==> config.mk <==
export PLATFORM = sky130hd
export DESIGN_NAME = encode_aluop_flat
export DESIGN_NICKNAME = d
export VERILOG_FILES = /design/src/rtl/encode_aluop_pkg.sv /design/src/rtl/encode_aluop_if.sv /design/src/rtl/encode_aluop_decode_comb.sv /design/src/rtl/encode_aluop.sv /design/src/flat_wrapper.sv
export SDC_FILE = /design/constraint.sdc
export NUM_CORES = 1
export LEC_CHECK = 0
export CAP_MARGIN = 20
export CORE_AREA = 2 2 39 41
export DETAILED_ROUTE_END_ITERATION = 7
export DIE_AREA = 0 0 41 43
export DONT_BUFFER_PORTS = 1
export HOLD_SLACK_MARGIN = 0.03
export PLACE_DENSITY = 0.4
export SLEW_MARGIN = 0
export SYNTH_ARGS = -nofsm -noshare
export SYNTH_HDL_FRONTEND = slang
export SYNTH_SLANG_ARGS = --single-unit
==> constraint.sdc <==
create_clock -name clock -period 0.8 [get_ports clock]
set_input_delay 0.08 -clock clock [delete_from_list [all_inputs] [get_ports clock]]
set_output_delay 0.08 -clock clock [all_outputs]
set_load 0.01 [all_outputs]
==> src/rtl/encode_aluop_pkg.sv <==
// encode_aluop_pkg: shared constants and types for the decode-stage ALU-op encoder.
// Holds opcode values, ALU operation codes, instruction field positions and
// the packed decode result carried from the combinational decoder to the output register.
package encode_aluop_pkg;

  // Instruction field positions
  localparam int OPCODE_MSB = 31;
  localparam int OPCODE_LSB = 27;
  localparam int RFUNC_MSB  = 6;
  localparam int RFUNC_LSB  = 2;

  // Primary opcodes, bits [31:27]
  localparam logic [4:0] OP_RTYPE = 5'b00000;
  localparam logic [4:0] OP_J     = 5'b00001;
  localparam logic [4:0] OP_BNE   = 5'b00010;
  localparam logic [4:0] OP_JAL   = 5'b00011;
  localparam logic [4:0] OP_JR    = 5'b00100;
  localparam logic [4:0] OP_ADDI  = 5'b00101;
  localparam logic [4:0] OP_BLT   = 5'b00110;
  localparam logic [4:0] OP_SW    = 5'b00111;
  localparam logic [4:0] OP_LW    = 5'b01000;
  localparam logic [4:0] OP_BEX   = 5'b10101;
  localparam logic [4:0] OP_SETX  = 5'b10110;

  // ALU operation codes
  localparam logic [4:0] ALU_ADD = 5'b00000;
  localparam logic [4:0] ALU_SUB = 5'b00001;
  localparam logic [4:0] ALU_AND = 5'b00010;
  localparam logic [4:0] ALU_OR  = 5'b00011;
  localparam logic [4:0] ALU_SLL = 5'b00100;
  localparam logic [4:0] ALU_SRA = 5'b00101;
  localparam logic [4:0] ALU_MUL = 5'b00110;
  localparam logic [4:0] ALU_DIV = 5'b00111;

  // Decode result, one entry per instruction
  typedef struct packed {
    logic [4:0] alu_op;
    logic       uses_imm;
    logic       is_branch;
    logic       uses_alu;
  } dec_t;

  localparam dec_t DEC_NONE = '0;

endpackage

==> src/rtl/encode_aluop_if.sv <==
// encode_aluop_if: bundles the instruction load side and the decoded result side.
// Ports: instruction[31:0], en (load enable) toward the encoder;
// alu_op[4:0], uses_imm, is_branch, uses_alu back from it.
interface encode_aluop_if;

  logic [31:0] instruction;
  logic        en;
  logic [4:0]  alu_op;
  logic        uses_imm;
  logic        is_branch;
  logic        uses_alu;

  // master: the decode-stage driver supplying instructions
  modport master (
    output instruction,
    output en,
    input  alu_op,
    input  uses_imm,
    input  is_branch,
    input  uses_alu
  );

  // slave: the encoder itself
  modport slave (
    input  instruction,
    input  en,
    output alu_op,
    output uses_imm,
    output is_branch,
    output uses_alu
  );

endinterface

==> src/rtl/encode_aluop_decode_comb.sv <==
// aluop_decode_comb: maps an instruction word to {alu_op, uses_imm, is_branch, uses_alu}.
// Latency: 0 cycles (pure combinational); no backpressure.
// Ports: instruction[31:0] in, dec (packed dec_t) out. Only bits [31:27] and [6:2] matter.
module aluop_decode_comb
  import encode_aluop_pkg::*;
(
  input  logic [31:0] instruction,
  output dec_t        dec
);

  logic [4:0] opcode;
  logic [4:0] rfunc;
  logic       unused_bits;

  assign opcode = instruction[OPCODE_MSB:OPCODE_LSB];
  assign rfunc  = instruction[RFUNC_MSB:RFUNC_LSB];

  // Remaining fields carry registers/immediates that the ALU-op choice never looks at.
  assign unused_bits = ^{instruction[26:7], instruction[1:0]};

  always_comb begin
    dec = DEC_NONE;
    case (opcode)
      OP_RTYPE: begin
        // Function field goes straight through, including codes beyond ALU_DIV.
        dec.alu_op   = rfunc;
        dec.uses_alu = 1'b1;
      end
      OP_ADDI, OP_SW, OP_LW: begin
        // Address generation and add-immediate all add rs + sign-extended imm.
        dec.alu_op   = ALU_ADD;
        dec.uses_imm = 1'b1;
        dec.uses_alu = 1'b1;
      end
      OP_BNE, OP_BLT, OP_BEX: begin
        // Conditional branches compare by subtracting.
        dec.alu_op    = ALU_SUB;
        dec.is_branch = 1'b1;
        dec.uses_alu  = 1'b1;
      end
      default: begin
        // j, jal, jr, setx and unassigned opcodes never touch the ALU.
        dec = DEC_NONE;
      end
    endcase
  end

endmodule

==> src/rtl/encode_aluop.sv <==
// encode_aluop: registered ALU-operation encoder for the decode stage.
// Latency: 1 cycle from an enabled rising edge; en low holds outputs, no other backpressure.
// Ports: clock, reset_n (async active-low, clears outputs to 0), bus (encode_aluop_if.slave).
module encode_aluop
  import encode_aluop_pkg::*;
(
  input  logic            clock,
  input  logic            reset_n,
  encode_aluop_if.slave   bus
);

  dec_t dec_nxt;
  dec_t dec_q;

  aluop_decode_comb u_decode (
    .instruction (bus.instruction),
    .dec         (dec_nxt)
  );

  // Async clear drops outputs immediately and discards any capture in flight.
  always_ff @(posedge clock or negedge reset_n) begin
    if (!reset_n) begin
      dec_q <= DEC_NONE;
    end else if (bus.en) begin
      dec_q <= dec_nxt;
    end
  end

  assign bus.alu_op    = dec_q.alu_op;
  assign bus.uses_imm  = dec_q.uses_imm;
  assign bus.is_branch = dec_q.is_branch;
  assign bus.uses_alu  = dec_q.uses_alu;

endmodule

==> src/flat_wrapper.sv <==
// flat-port wrapper written by rule: the top's interface ports become plain ports
module encode_aluop_flat import encode_aluop_pkg::*;
  (clock, reset_n, bus_instruction, bus_en, bus_alu_op, bus_uses_imm, bus_is_branch, bus_uses_alu);
  encode_aluop_if bus_i ();
  input  logic clock;
  input  logic reset_n;
  input wire logic [$bits(bus_i.instruction)-1:0] bus_instruction;
  input wire logic [$bits(bus_i.en)-1:0] bus_en;
  output wire logic [$bits(bus_i.alu_op)-1:0] bus_alu_op;
  output wire logic [$bits(bus_i.uses_imm)-1:0] bus_uses_imm;
  output wire logic [$bits(bus_i.is_branch)-1:0] bus_is_branch;
  output wire logic [$bits(bus_i.uses_alu)-1:0] bus_uses_alu;
  assign bus_i.instruction = bus_instruction;
  assign bus_i.en = bus_en;
  assign bus_alu_op = bus_i.alu_op;
  assign bus_uses_imm = bus_i.uses_imm;
  assign bus_is_branch = bus_i.is_branch;
  assign bus_uses_alu = bus_i.uses_alu;
  encode_aluop u_core (.clock(clock), .reset_n(reset_n), .bus(bus_i));
endmodule
# Word-level counts from Yosys, hierarchy flattened
# Index checks and enable logic that the tools add are counted.
# Widths: inputs -> output; s select.
[op_classes]
add_sub_neg = 0
mul = 0
div_mod_pow = 0
magnitude_cmp = 0
n_eq_ne = 6
n_shift = 0
muxes = 4
bitwise = 0
n_reduce_logical = 4
[op_table]
columns = ["op", "count"]
rows = [
  ["$eq 5x3->1 const B", 3],
  ["$pmux 5 s2", 1],
  ["$reduce_or 7->1", 1],
  ["$reduce_or 3->1", 2],
  ["$eq 5x2->1 const B", 1],
  ["$eq 5x4->1 const B", 1],
  ["$eq 5x5->1 const B", 1],
  ["$logic_not 5->1", 1],
  ["$mux 1", 3],
]
[word_totals]
regBits = 8
latch_bits = 0
ramBits = 0
rom_bits = 0
inputBits = 35
mem_count = 0

# Longest topological paths before layout
# Gate-level depths: netlist of the first run.
[logic_depth]
ltp_word = 3
ltp_mapped = 3
ltp_nobuf = 3

# Cells and area by module
# Synthesis of the first run repeated with hierarchy kept, for this count alone.
[unflattened]
hier_cells = 36
hier_area_um2 = 459.2
[modules_own_cells]
columns = ["mod", "instances", "cells_per_inst", "area_each_um2", "seq_area_each_um2"]
rows = [
  ["encode_aluop", 1, 17, 331.6, 200.2],
  ["aluop_decode_comb", 1, 19, 127.6, 0.0],
]

# Least setup slack after synthesis of the first run
# No wires, ideal clock.
[synth_timing]
kind = "input port to flip-flop"
startpoint = "input port bus_instruction[30]"
endpoint = "register u_core.dec_q, in the netlist u_core.bus.alu_op[1]"
setup_time_ns = 0.066
arrival_time_ns = 0.699
required_ns = 0.734
setup_slack_ns = 0.035
stages = 3
cell_sequence = "nand2b_2 nor4b_4 a22o_1"
[synth_via]
elab_chain_len = 3
word_cells_on_any_way = 6
classes_between = "3 x eq/ne; 1 x mux; 2 x reduce/logical"
[synth_rtl]
columns = ["item", "line_no", "text"]
rows = [
  ["from (decl)", "flat_wrapper.sv:7", "input wire logic [$bits(bus_i.instruction)-1:0] bus_instruction;"],
  ["$eq 5x2->1 (tied with other cells)", "encode_aluop_decode_comb.sv:23", "case (opcode)"],
  ["$reduce_or 3->1", "--", ""],
  ["$pmux 5 s2 (*)", "encode_aluop_decode_comb.sv:23", ""],
  ["to (signal assigned)", "encode_aluop.sv:25", "dec_q <= dec_nxt;"],
  ["to (decl)", "encode_aluop.sv:13", "dec_t dec_q;"],
]
# Mark *: on every way between the ends. The rest lies on a longest branch, timed or not.
# A chain may end at the register's enable or synchronous reset.

# Final worst setup path of the first run
[layout_timing]
startpoint = "register u_core.dec_q, in the netlist u_core.bus.alu_op[4]"
endpoint = "output port bus_alu_op[4]"
[layout_rtl]
columns = ["item", "line_no", "text"]
rows = [
  ["to (decl)", "flat_wrapper.sv:9", "output wire logic [$bits(bus_i.alu_op)-1:0] bus_alu_op;"],
]
# No word-level cell between the ends.

==> results.yml, run 1 <==
critical_path:
  cp.required_ns: 0.72
  slowest_delay_ns: 0.39
  critPathBufInv: 1
  crit_path_end_kind: "output port"
  crit_chain: "buf_6"
  worstSetupStartpointType: "register"
  crit_fanout: 2
  rr_startpoint: "u_core.bus.alu_op[4]$_DFFE_PN0P_"
  reg2reg_slack_ns: -0.04
  critPathKind: "register to output port"
  worstPathArrival_ns: 0.77
  r2r_end: "u_core.bus.alu_op[4]$_DFFE_PN0P_"
  path_delay_family: "flip-flops"
  crit_slowest_cell: "dfrtp_1"
  r2r_cells: 2
grt:
  grt_pass1_vias: 379
  grt_pass1_wl_mm: 1.614
  grt_use_total: 0.1404
  antenna_found_initial: 0
  grt_remaining_overflow: 0
  grt_max_degree: 10
synthesis:
  syn-num-nets: 69
  synthAdderAreaFrac: 0
  yosys_warnings: 0
  postSynthCellCount: 34
  synth_top_cell_by_area: "dfrtp_1"
  synth_compound_area_frac: 0.2602
  yosys_register_bits: 8
  syn_area_um2: 399.1
  synth_cell_types: 20
  seq_area_frac_synth: 0.5016
  synth_top_family_by_area: "compound AO/OA/AOI/OAI gates"
  synth_mux_area_frac: 0.02508
  synth_xor_area_frac: 0
  synthTopCellsByArea: "dfrtp_1, a22o_1, nor4b_4"
  yosys.area_share.simple: 0.1944
  synth_area_per_cell_um2: 11.74
  synth_top_area_share: 0.5016
clocking:
  clock_sink_count: 8
  root_buffer: "clkbuf_4"
  path_clk_slew_ns: 0.05
  cts_buffers: 3
  cts_tree: "built"
  clock_latency_ns: 0.24
  holdBufCountCts: 7
  cts_max_level: 1
  cts_buffer_depth: 2
sta:
  timing.fmax_ghz: 1.180
  period_needed_ns: 0.8478
  min_period_over_period: 1.060
  grt_setup_unrepaired: "true"
  setup_viol: 9
  finalHoldViolCount: 0
  fin_setup_tns_ns: -0.3081
  layout_setup_ws_ns: -0.04778
  drv_slew: 0
  slew_headroom: 0.7422
  skew_ns: 0
  hold_slack_ns: 0.02603
  worst_slew_pin_slew_ns: 0.3854
power_and_ir_drop:
  powerDensity_mw_per_mm2: 1380
  ir_worst_vdd_v: 0.0006583
  total_power_uw: 880.6
  power.leakage_nw: 0.3096
route:
  drtAntennaViolNets: 0
  dr_total_vias: 372
  wirelength_um: 984
  avgViaCountPerCell: 5.096
  wire_per_inst_um: 13.48
  drt_iter0_drc: 10
  drc: 0
  first_pass_iters: 4
die:
  start_util: 0.2884
  core_mm2: 0.001384
  die_h_um: 43
  top_level_ports: 43
  rows: 14
  die_w_um: 41
  dieArea_mm2: 0.001763
finish:
  diodes: 0
  drive_above_1_share: 0.3684
  area_delta_synth_final_pct: 59.87
  fillCellCount: 132
  layout.nets: 94
place:
  port_buffers: 0
  globalplace.congestion: 0.6797
min_path:
  min_to: "u_core.bus.uses_alu$_DFFE_PN0P_"
  worstHoldStart: "bus_instruction[28]"
  hold_path.class: "input port to register"
  hold_depth: 2
run:
  cap_viol_max_count: 0
run_status:
  status: "finished with violations"
  violations: "setup timing"
==> Yosys cell counts <==
| cell | number |
|---|---|
| nand2b_2 | 1 |
| o31ai_2 | 1 |
| o21ai_0 | 2 |
| a22oi_1 | 1 |
| a31oi_1 | 1 |
| nor2_1 | 2 |
| and4b_1 | 1 |
| o2bb2ai_1 | 1 |
| a22o_1 | 4 |
| nand2_1 | 3 |
| inv_1 | 1 |
| a211o_2 | 1 |
| o41ai_1 | 1 |
| dfrtp_1 | 8 |
| a21oi_1 | 1 |
| nor4b_1 | 1 |
| nor4b_4 | 1 |
| and2b_1 | 1 |
| inv_2 | 1 |
| mux2i_1 | 1 |
==> area by class of cell <==
type                       instances  area [um^2]  area share
multi-input combinational         24        191.4      0.3000
inverter                           2        7.507     0.01176
clock buffer                       3        22.52     0.03529
sequential                         8        200.2      0.3137
timing repair buffer              20        196.4      0.3078
tap                               16        20.02     0.03137
==> repair_timing <==
action	4_1_cts	5_1_grt
hold endpoints to repair	15	1
buffers inserted	3	1
endpoints found under the setup margin	7	10
resized for setup	7	1
pin swaps	2	0
==> routing by layer <==
metal / part of all wire / GRT usage / vias to the layer above
met2: 0.49 / 0.2094 / 19
met1: 0.42 / 0.1672 / 173
li1: - / - / 180
met4: 0 / 0.04000 / 0
met3: 0.083 / 0.07853 / 0
met5: 0 / 0 / -
==> cells in the final DEF (no fill, tap or decap), drive strengths merged <==
| cell type | instances |
|---|---|
| mux2i | 1 |
| a22o | 4 |
| o41ai | 1 |
| and4b | 1 |
| nand2 | 3 |
| nand2b | 1 |
| dfrtp | 8 |
| a22oi | 1 |
| and2b | 1 |
| o31ai | 1 |
| o21ai | 2 |
| buf | 13 |
| inv | 2 |
| clkbuf | 3 |
| o2bb2ai | 1 |
| nor4b | 2 |
| nor2 | 2 |
| a211o | 1 |
| dlymetal6s4s | 1 |
| a31oi | 1 |
| dlygate4sd3 | 6 |
| a21oi | 1 |
==> metrics by stage <==
| step | setup slack [ns] | cells | instance area (um^2) | util |
|---|---|---|---|---|
| floorplan | 0.03515 | 34 | 399.1 | - |
| global placement | -0.03414 | 59 | 486.7 | 0.3517 |
| detailed placement | -0.08617 | 59 | 486.7 | 0.3517 |
| CTS | -0.05490 | 72 | 628.1 | 0.4539 |
| global route | -0.08620 | 73 | 638.1 | 0.4611 |
| finish | -0.04778 | 73 | 638.1 | 0.4611 |
==> where the power goes <==
| group | switching [mW] | internal [mW] | leakage (nW) |
|---|---|---|---|
| Clock | 0.124 | 0.171 | 0.0138 |
| Sequential | 0.0125 | 0.422 | 0.108 |
| Combinational | 0.0592 | 0.0928 | 0.188 |
| Total | 0.195 | 0.685 | 0.310 |
==> flip-flops by register name, indices dropped and copies added (netlist names) <==
| name | flops |
|---|---|
| u_core.bus.alu_op | 5 |
| u_core.bus.is_branch | 1 |
| u_core.bus.uses_alu | 1 |
| u_core.bus.uses_imm | 1 |
==> kinds of logic after synthesis <==
kind of cell,after synthesis
AND/OR/NAND/NOR,10
multiplexers,1
AO/OA/AOI/OAI,13
flip-flops,8
buffers and inverters,2
==> worst max path at each step <==
stage,startpoint,cells after the start,endpoint
floorplan,bus_instruction[30],3,u_core.bus.alu_op[1]$_DFFE_PN0P_
global placement,bus_instruction[30],3,u_core.bus.alu_op[4]$_DFFE_PN0P_
detailed placement,bus_instruction[30],3,u_core.bus.alu_op[3]$_DFFE_PN0P_
CTS,u_core.bus.alu_op[3]$_DFFE_PN0P_,1,bus_alu_op[3]
global route,u_core.bus.alu_op[4]$_DFFE_PN0P_,1,bus_alu_op[4]
finish,u_core.bus.alu_op[4]$_DFFE_PN0P_,1,bus_alu_op[4]
Power figures use the tool's default switching activity.
==> inputs of run 2 (changes only) <==
PLACE_DENSITY = not set   (was 0.4)
PLACE_DENSITY_LB_ADDON = 0.3   (was not set)
==> run 2 against run 1 <==
The run still ends with setup timing left. Sequential share of layout area is 2.8 points higher. Flip-flop and latch count stayed put. Final cell count is 8.2% lower. Largest power group unchanged. Clock power is 4% higher. Critical path depth stayed put. Via count is 8.3% lower. Sequential power hardly changed. Clock skew stayed put.
==> results.yml, run 2 (synthesis results as in run 1) <==
clocking:
  clock_sink_count: 8
  cts_buffer_depth: 2
  cts_tree: "built"
  cts_max_level: 1
  holdBufCountCts: 7
  root_buffer: "clkbuf_4"
  path_clk_slew_ns: 0.06
  cts_buffers: 3
  clock_latency_ns: 0.25
critical_path:
  crit_path_end_kind: "output port"
  rr_startpoint: "u_core.bus.alu_op[1]$_DFFE_PN0P_"
  critical_path.endpoint: "bus_alu_op[3]"
  r2r_end: "u_core.bus.alu_op[1]$_DFFE_PN0P_"
  critPathBufInv: 1
  crit_path_start: "u_core.bus.alu_op[3]$_DFFE_PN0P_"
  critPathKind: "register to output port"
  path_depth: 1
  cp.required_ns: 0.72
  crit_fanout: 2
  slowest_delay_ns: 0.39
  worstSetupStartpointType: "register"
  path_delay_family: "flip-flops"
  r2r_cells: 2
  crit_chain: "buf_6"
  reg2reg_slack_ns: -0.02
  crit_slowest_cell: "dfrtp_1"
  worstPathArrival_ns: 0.76
finish:
  layout.cells.non_filler: 67
  area_delta_synth_final_pct: 46.71
  final_common_cell: "dfrtp_1"
  layout.nets: 88
  diodes: 0
  drive_above_1_share: 0.2941
  largest_reg_flops: 5
  mostFrequentLayoutCells: "dfrtp_1, dlygate4sd3_1, buf_6, a22o_1"
sta:
  period_needed_ns: 0.8383
  skew_ns: 0
  hold_slack_ns: 0.01632
  drv_slew: 0
  worst_slew_pin_slew_ns: 0.3699
  grt_setup_unrepaired: "true"
  layout_setup_ws_ns: -0.03831
  slew_headroom: 0.7526
  finalHoldViolCount: 0
  setup_viol: 6
  timing.fmax_ghz: 1.193
  min_period_over_period: 1.048
die:
  core_mm2: 0.001384
  top_level_ports: 43
  die_w_um: 41
  start_util: 0.2884
  die_h_um: 43
  rows: 14
  dieArea_mm2: 0.001763
grt:
  grt_remaining_overflow: 0
  grt_pass1_wl_mm: 1.442
  grt_pass1_vias: 332
  grt_use_total: 0.1228
  grt_max_degree: 10
  antenna_found_initial: 0
route:
  dr_total_vias: 341
  drtAntennaViolNets: 0
  wire_per_inst_um: 12.88
  met1_length_um: 335
  avgViaCountPerCell: 5.090
  drc: 0
  first_pass_iters: 3
  wirelength_um: 863
  drt_iter0_drc: 5
  top_layer: "met4"
  wl_met2_um: 467
  wl_met3_um: 55
place:
  dp_cells: 56
  port_buffers: 0
  globalplace.congestion: 0.7304
  hpwl_um: 681.5
min_path:
  hold_path.class: "input port to register"
  worstHoldStart: "bus_instruction[28]"
run_status:
  status: "finished with violations"
  violations: "setup timing"
power_and_ir_drop:
  ir_worst_vdd_v: 0.0006829
  powerDensity_mw_per_mm2: 1474
  power.leakage_nw: 0.2762
run:
  cap_viol_max_count: 0
==> run 2: cell count changes in the layout (fill, tap and decap cells not counted) <==
cell,before,now
buf_4,6,2
buf_6,7,5
==> run 2: what timing repair did <==
item,CTS,global route
setup endpoints to repair,5,7
resized for setup,5,1
pin swaps,1,0
endpoints found under the hold margin,14,1
setup buffers,1,0
==> run 2: worst min path at each step <==
stage,end,cells after the start
CTS,u_core.bus.uses_alu$_DFFE_PN0P_,2
finish,u_core.bus.uses_alu$_DFFE_PN0P_,2
global placement,u_core.bus.uses_imm$_DFFE_PN0P_,0
detailed placement,u_core.bus.alu_op[0]$_DFFE_PN0P_,0
global route,u_core.bus.uses_alu$_DFFE_PN0P_,2
floorplan,u_core.bus.alu_op[0]$_DFFE_PN0P_,0
==> run 2: cell type report <==
| class | instances | area [um^2] |
|---|---|---|
| inverters | 2 | 7.507 |
| multi-input cells | 24 | 191.4 |
| flip-flops and latches | 8 | 200.2 |
| well taps | 16 | 20.02 |
| repair buffers | 14 | 143.9 |
| fillers | 134 | 798.3 |
| clock buffers | 3 | 22.52 |
==> run 2: layer usage <==
layer / global-route usage / vias to the layer above
li1: - / 167
met1: 0.1500 / 165
met2: 0.1750 / 7
met3: 0.05759 / 2
met4: 0.06000 / 0
met5: 0 / -
==> run 2: stage by stage <==
step / setup TNS, ns / total power, mW / cell area (um^2) / utilization / setup WS, ns
floorplan: 0 / 0.4948 / 399.1 / - / 0.03515
global placement: -0.1238 / 0.5187 / 464.2 / 0.3354 / -0.03235
detailed placement: -0.1874 / 0.5205 / 464.2 / 0.3354 / -0.05343
CTS: -0.2678 / 0.8772 / 583.1 / 0.4213 / -0.04802
global route: -0.3720 / 0.9021 / 585.6 / 0.4231 / -0.06936
finish: -0.2012 / 0.8634 / 585.6 / 0.4231 / -0.03831
==> run 2: power by group <==
group / switching (mW) / total [mW] / internal (mW)
clock network: 0.135 / 0.307 / 0.172
registers: 0.0157 / 0.437 / 0.421
logic: 0.0488 / 0.120 / 0.0708
total: 0.200 / 0.863 / 0.664
